## src/rtl/matmul_engine_pkg.sv

```systemverilog
// Shared types and sizing for the matrix-multiply engine: FSM encoding,
// default matrix dimensions, datapath widths and flat-index helper.
package matmul_engine_pkg;

  localparam int DEF_ROW   = 2;
  localparam int DEF_INNER = 2;
  localparam int DEF_COL   = 2;

  localparam int DATA_W = 8;
  localparam int RES_W  = 16;
  localparam int ADDR_W = 8;

  typedef enum logic [2:0] {
    S_IDLE,
    S_FETCH,
    S_WAIT,
    S_MAC,
    S_WRITE,
    S_DONE
  } state_t;

  // Row-major flattening: row * width + col, truncated to the address width.
  function automatic logic [ADDR_W-1:0] flat_index(input logic [ADDR_W-1:0] row,
                                                   input logic [ADDR_W-1:0] col,
                                                   input int unsigned width);
    return ADDR_W'(32'(row) * width + 32'(col));
  endfunction

endpackage

```

## src/rtl/matmul_engine_level_det.sv

```systemverilog
// Rising-edge detector for a level request; emits a registered one-cycle
// pulse the cycle after the low-to-high transition is sampled.
module level_det (
  input  logic clk,
  input  logic rst,
  input  logic in,
  output logic rise
);

  logic prev;

  always_ff @(posedge clk or posedge rst) begin
    if (rst) begin
      prev <= 1'b0;
      rise <= 1'b0;
    end else begin
      prev <= in;
      rise <= in & ~prev;
    end
  end

endmodule

```

## src/rtl/matmul_engine.sv

```systemverilog
// Sequential R = A x B engine: one multiply-accumulate per three cycles,
// reading A/B from synchronous memories and writing R in row-major order.
module matmul_engine
  import matmul_engine_pkg::*;
#(
  parameter int ROW   = DEF_ROW,
  parameter int INNER = DEF_INNER,
  parameter int COL   = DEF_COL
) (
  input  logic              slow_clk,
  input  logic              rst,
  input  logic              start,
  output logic              read_A,
  output logic [ADDR_W-1:0] read_address_A,
  input  logic [DATA_W-1:0] data_A,
  output logic              read_B,
  output logic [ADDR_W-1:0] read_address_B,
  input  logic [DATA_W-1:0] data_B,
  output logic              write_R,
  output logic [ADDR_W-1:0] write_address_R,
  output logic [RES_W-1:0]  write_value_R,
  output logic              busy,
  output logic              done,
  output logic              overflow
);

  localparam int ACC_W = RES_W + $clog2(INNER);
  localparam logic [ADDR_W-1:0] I_LAST = ADDR_W'(ROW - 1);
  localparam logic [ADDR_W-1:0] J_LAST = ADDR_W'(COL - 1);
  localparam logic [ADDR_W-1:0] K_LAST = ADDR_W'(INNER - 1);

  state_t              state;
  logic [ADDR_W-1:0]   i, j, k;
  logic [ACC_W-1:0]    acc;
  logic [DATA_W-1:0]   a_val, b_val;
  logic                start_rise;

  logic [RES_W-1:0]    prod;
  logic [ACC_W-1:0]    acc_sum;
  logic [ADDR_W-1:0]   k_inc, i_adv, j_adv;
  logic                j_wrap, last_elem;

  level_det u_level_det (
    .clk  (slow_clk),
    .rst  (rst),
    .in   (start),
    .rise (start_rise)
  );

  assign prod      = RES_W'(a_val) * RES_W'(b_val);
  assign acc_sum   = acc + ACC_W'(prod);
  assign k_inc     = k + 1'b1;
  assign j_wrap    = (j == J_LAST);
  assign last_elem = j_wrap && (i == I_LAST);
  assign j_adv     = j_wrap ? '0 : j + 1'b1;
  assign i_adv     = j_wrap ? ((i == I_LAST) ? '0 : i + 1'b1) : i;

  always_ff @(posedge slow_clk or posedge rst) begin
    if (rst) begin
      state           <= S_IDLE;
      i               <= '0;
      j               <= '0;
      k               <= '0;
      acc             <= '0;
      a_val           <= '0;
      b_val           <= '0;
      read_A          <= 1'b0;
      read_B          <= 1'b0;
      read_address_A  <= '0;
      read_address_B  <= '0;
      write_R         <= 1'b0;
      write_address_R <= '0;
      write_value_R   <= '0;
      busy            <= 1'b0;
      done            <= 1'b0;
      overflow        <= 1'b0;
    end else begin
      // Strobes and addresses are one-cycle; they only rise on state entry.
      read_A          <= 1'b0;
      read_B          <= 1'b0;
      read_address_A  <= '0;
      read_address_B  <= '0;
      write_R         <= 1'b0;
      write_address_R <= '0;
      write_value_R   <= '0;
      done            <= 1'b0;

      case (state)
        S_IDLE: begin
          if (start_rise) begin
            i              <= '0;
            j              <= '0;
            k              <= '0;
            acc            <= '0;
            overflow       <= 1'b0;
            busy           <= 1'b1;
            read_A         <= 1'b1;
            read_B         <= 1'b1;
            read_address_A <= flat_index('0, '0, INNER);
            read_address_B <= flat_index('0, '0, COL);
            state          <= S_FETCH;
          end
        end

        S_FETCH: state <= S_WAIT;

        S_WAIT: begin
          a_val <= data_A;
          b_val <= data_B;
          state <= S_MAC;
        end

        S_MAC: begin
          acc <= acc_sum;
          if (k == K_LAST) begin
            write_R         <= 1'b1;
            write_address_R <= flat_index(i, j, COL);
            write_value_R   <= acc_sum[RES_W-1:0];
            if (|(acc_sum >> RES_W)) overflow <= 1'b1;
            state <= S_WRITE;
          end else begin
            k              <= k_inc;
            read_A         <= 1'b1;
            read_B         <= 1'b1;
            read_address_A <= flat_index(i, k_inc, INNER);
            read_address_B <= flat_index(k_inc, j, COL);
            state          <= S_FETCH;
          end
        end

        S_WRITE: begin
          acc <= '0;
          k   <= '0;
          j   <= j_adv;
          i   <= i_adv;
          if (last_elem) begin
            busy  <= 1'b0;
            done  <= 1'b1;
            state <= S_DONE;
          end else begin
            read_A         <= 1'b1;
            read_B         <= 1'b1;
            read_address_A <= flat_index(i_adv, '0, INNER);
            read_address_B <= flat_index('0, j_adv, COL);
            state          <= S_FETCH;
          end
        end

        S_DONE: state <= S_IDLE;

        default: state <= S_IDLE;
      endcase
    end
  end

endmodule
```

## config.mk

```make
export PLATFORM = sky130hd
export DESIGN_NAME = matmul_engine
export DESIGN_NICKNAME = d
export VERILOG_FILES = /design/src/rtl/matmul_engine_pkg.sv /design/src/rtl/matmul_engine_level_det.sv /design/src/rtl/matmul_engine.sv
export SDC_FILE = /design/constraint.sdc
export NUM_CORES = 1
export LEC_CHECK = 0
export CORE_ASPECT_RATIO = 1.5
export CORE_MARGIN = 2
export CORE_UTILIZATION = 64
export DETAILED_ROUTE_END_ITERATION = 7
export PLACE_DENSITY = 0.87
export SLEW_MARGIN = 20
export SYNTH_ARGS = -nofsm -noshare
export SYNTH_HDL_FRONTEND = slang
export SYNTH_HIERARCHICAL = 1
export SYNTH_SLANG_ARGS = --single-unit
export TNS_END_PERCENT = 5
```

## constraint.sdc

```tcl
create_clock -name slow_clk -period 12.9 [get_ports slow_clk]
set_input_delay 1.29 -clock slow_clk [delete_from_list [all_inputs] [get_ports slow_clk]]
set_output_delay 1.29 -clock slow_clk [all_outputs]
set_load 0.02 [all_outputs]
```

==> summary.txt <==
Run status
  – Outcome: completed

Logic synthesis
  – Asr flop ratio synth: 100%
  – Count of flip-flops with a built-in enable after synthesis: 0
  – Most frequent cells after synthesis: 117 x inv_1, 107 x dfrtp_1, 85 x nand2_1, 62 x ha_1, 53 x fa_1
  – Syn Nets: 917
  – Mux contribution to synthesized area: 2.49%
  – Synth area leaders: dfrtp_1 35%, fa_1 14%, ha_1 10%
  – Synth warn: 6
  – Post-synthesis cell area: 7620 µm²
  – Post-Synth Adder-Cell Area: 24.1%
  – Yosys cell types: 57
  – Largest family of logic cells by synthesized area: adder cells
  – Yosys top cell area share: 35.1%
  – Simple-gate area share of the yosys netlist: 15.0%
  – Synth area leader: dfrtp_1
  – Synth Register Bits: 107
  – Gate count of the mapped netlist: 783
  – Compound-Gate Fraction of Synth Area: 11.4%
  – Main synth FF type: dfrtp_1
  – Sequential share of the synthesized area: 35.1%
  – Most common cell in the netlist: inv_1
  – Synthesized area per cell: 9.74 µm²
  – Synth Area in XOR/XNOR: 4.71%

STA
  – Skew final: 0.00868 ns
  – Fin. max-slew vios: 0
  – Final Cycle Share: 37.0%
  – Final Critical Period: 4.77 ns
  – Least-Margin Pin Slew: 1.10 ns
  – Unrepaired setup endpoints after global routing: no
  – Fin Setup TNS: 0 ns
  – Final Hold Fails: 0
  – Slew margin rel.: 26.0%
  – Final setup vio count: 0
  – F_max: 210 MHz

Clock tree
  – Worst skew pair latency: 0.36 ns
  – Post-CTS setup buffer count: 0
  – Root buf cell: clkbuf_16
  – Post-CTS sizing: 0
  – Worst-case clock buffer depth: 2
  – Sink Count: 107
  – # hold bufs at CTS: 0
  – CTS tree: done
  – Number of buffers created by CTS: 9
  – Reg clk slew, reported paths: 0.08 ns
  – H-tree levels: 3

Cells and area
  – Layout cells sized above 1: 5.44%
  – Antenna cells: 0
  – Multi-input logic area: 4400 µm²
  – Register area: 2680 µm²
  – Fill cell count: 745
  – P&R area growth vs syn: 13.6%
  – Nets: 974

Drt
  – Routed via count: 5,998
  – Drt via density: 6.03
  – Detailed-route wire length per cell: 18.0 µm
  – Final WL: 17.9 mm
  – Post-route DRC: 0
  – DRT iter0 DRCs: 478
  – Detail Route Antenna Nets: 0
  – DR pass1 iterations: 5

Worst setup path
  – Crit end category: flop
  – Worst r2r src: a_val[5]
  – Worst Reg2Reg Path Length in Cells: 15
  – Crit path from: a_val[5]
  – Critical Path Start Type: flop
  – R2r endpoint: acc[13]
  – WS Path Type: reg -> reg
  – Worst Path Required: 13.15 ns
  – Worst-path fanout max: 9
  – WP data arrival: 5.02 ns
  – Worst reg-to-reg setup slack: 8.13 ns

Floorplanning
  – Core ar.: 11,600 µm²
  – Die Footprint: 12,800 µm²
  – Row cnt: 48
  – Die height: 138 µm
  – Die width: 93.1 µm
  – I/O pin count: 65
  – Initial Util: 65.8%

Place
  – Post-DP HPWL: 13.1 mm
  – Final GP Congestion: 0.929
  – # port buffers: 64

Min path
  – Hold Crit Class: reg -> reg
  – Hold Path Depth: 1
  – Worst Hold End: u_level_det/rise
  – Worst Min Path Start: u_level_det/prev

Global routing
  – Pin count of the biggest net entering global routing: 81
  – Gr usage total: 30.2%
  – Grt ovf: 0
  – First-pass GRT wire length: 30.0 mm
  – Vias in the first global route: 6,250
  – Initial antenna violation count: 0

Run
  – Max-Cap Viols: 0
[area by class of cell]
type                    count  share of cell area (%)
clock buffers               9                    2.60
multi-input cells         538                    50.8
flip-flops and latches    107                    30.9
inverters                 117                    5.10
clock inverters             7                   0.737
repair buffers             67                    7.70
well taps                 150                    2.17
[layout by cell type (no fill, tap or decap), types with 6 or more instances in the layout]
master / instances
o22ai_1: 9
mux2_2: 16
nand3_1: 15
clkdlybuf4s50_1: 64
o21ai_0: 50
nor2_1: 37
a21o_1: 8
clkbuf_16: 9
inv_1: 116
fa_1: 53
nand2_1: 85
a22o_1: 8
and3_1: 8
o31ai_1: 8
a21oi_1: 25
o21a_1: 6
xor2_1: 16
nor3_1: 8
dfrtp_1: 107
nor2b_1: 6
ha_1: 62
and2_1: 42
xnor2_1: 25
[worst max path at each step]
stage                to  slack, ns
2_1_floorplan   acc[16]       8.62
6_report        acc[13]       8.13
4_1_cts        overflow       8.18
5_1_grt         acc[16]       7.92
3_3_place_gp    acc[16]       8.26
3_5_place_dp    acc[16]       8.20
[logic make-up (layout without fill, tap and decap cells)]
group / count (synthesis) / after routing
DFF: 107 / 107
buffers and inverters: 138 / 200
AOI/OAI and AO/OA: 138 / 138
adders and majority gates: 115 / 115
xor gates and xnor gates: 41 / 41
muxes: 17 / 17
and+or+nand+nor: 227 / 227
[registers in the layout, summed over array words and instances, names as in the netlist, 3 cells and up]
signal / flops
state: 3
read_address_B: 8
k: 8
read_address_A: 8
acc: 17
a_val: 8
i: 8
write_address_R: 8
b_val: 8
write_value_R: 16
j: 8
[routing by layer]
metal	vias to the layer above	share of wire [%]	global-route usage, %
met5	-	0	0
met4	0	5.0	16.8
met3	80	4.9	4.49
met2	272	53	54.3
met1	2971	37	34.1
li1	2675	-	-
[metrics by stage]
step | setup WS (ns) | cells | cell area [µm²] | util, % | hold slack, ns
3_3_place_gp | 8.26 | 979 | 8370 | 72.2 | 0.438
5_1_grt | 7.92 | 995 | 8660 | 74.7 | 0.463
3_5_place_dp | 8.20 | 979 | 8370 | 72.2 | 0.439
2_1_floorplan | 8.62 | 783 | 7620 | - | 0.429
4_1_cts | 8.18 | 995 | 8660 | 74.7 | 0.454
6_report | 8.13 | 995 | 8660 | 74.7 | 0.452
[worst max-delay path: stages, from the launching register on]
cell      delay [ns]
dfrtp_1         0.55
nand2_1         0.14
fa_1            0.53
inv_1           0.06
fa_1            0.50
inv_1           0.05
fa_1            0.48
fa_1            0.55
inv_1           0.05
ha_1            0.30
o21ai_0         0.40
o21ai_0         0.18
o211ai_1        0.19
o221ai_1        0.23
xnor2_1         0.18
o21ai_0         0.25
Power is not shown: default switching activity piles up to over one toggle a cycle in this logic, so the estimate is an artifact.
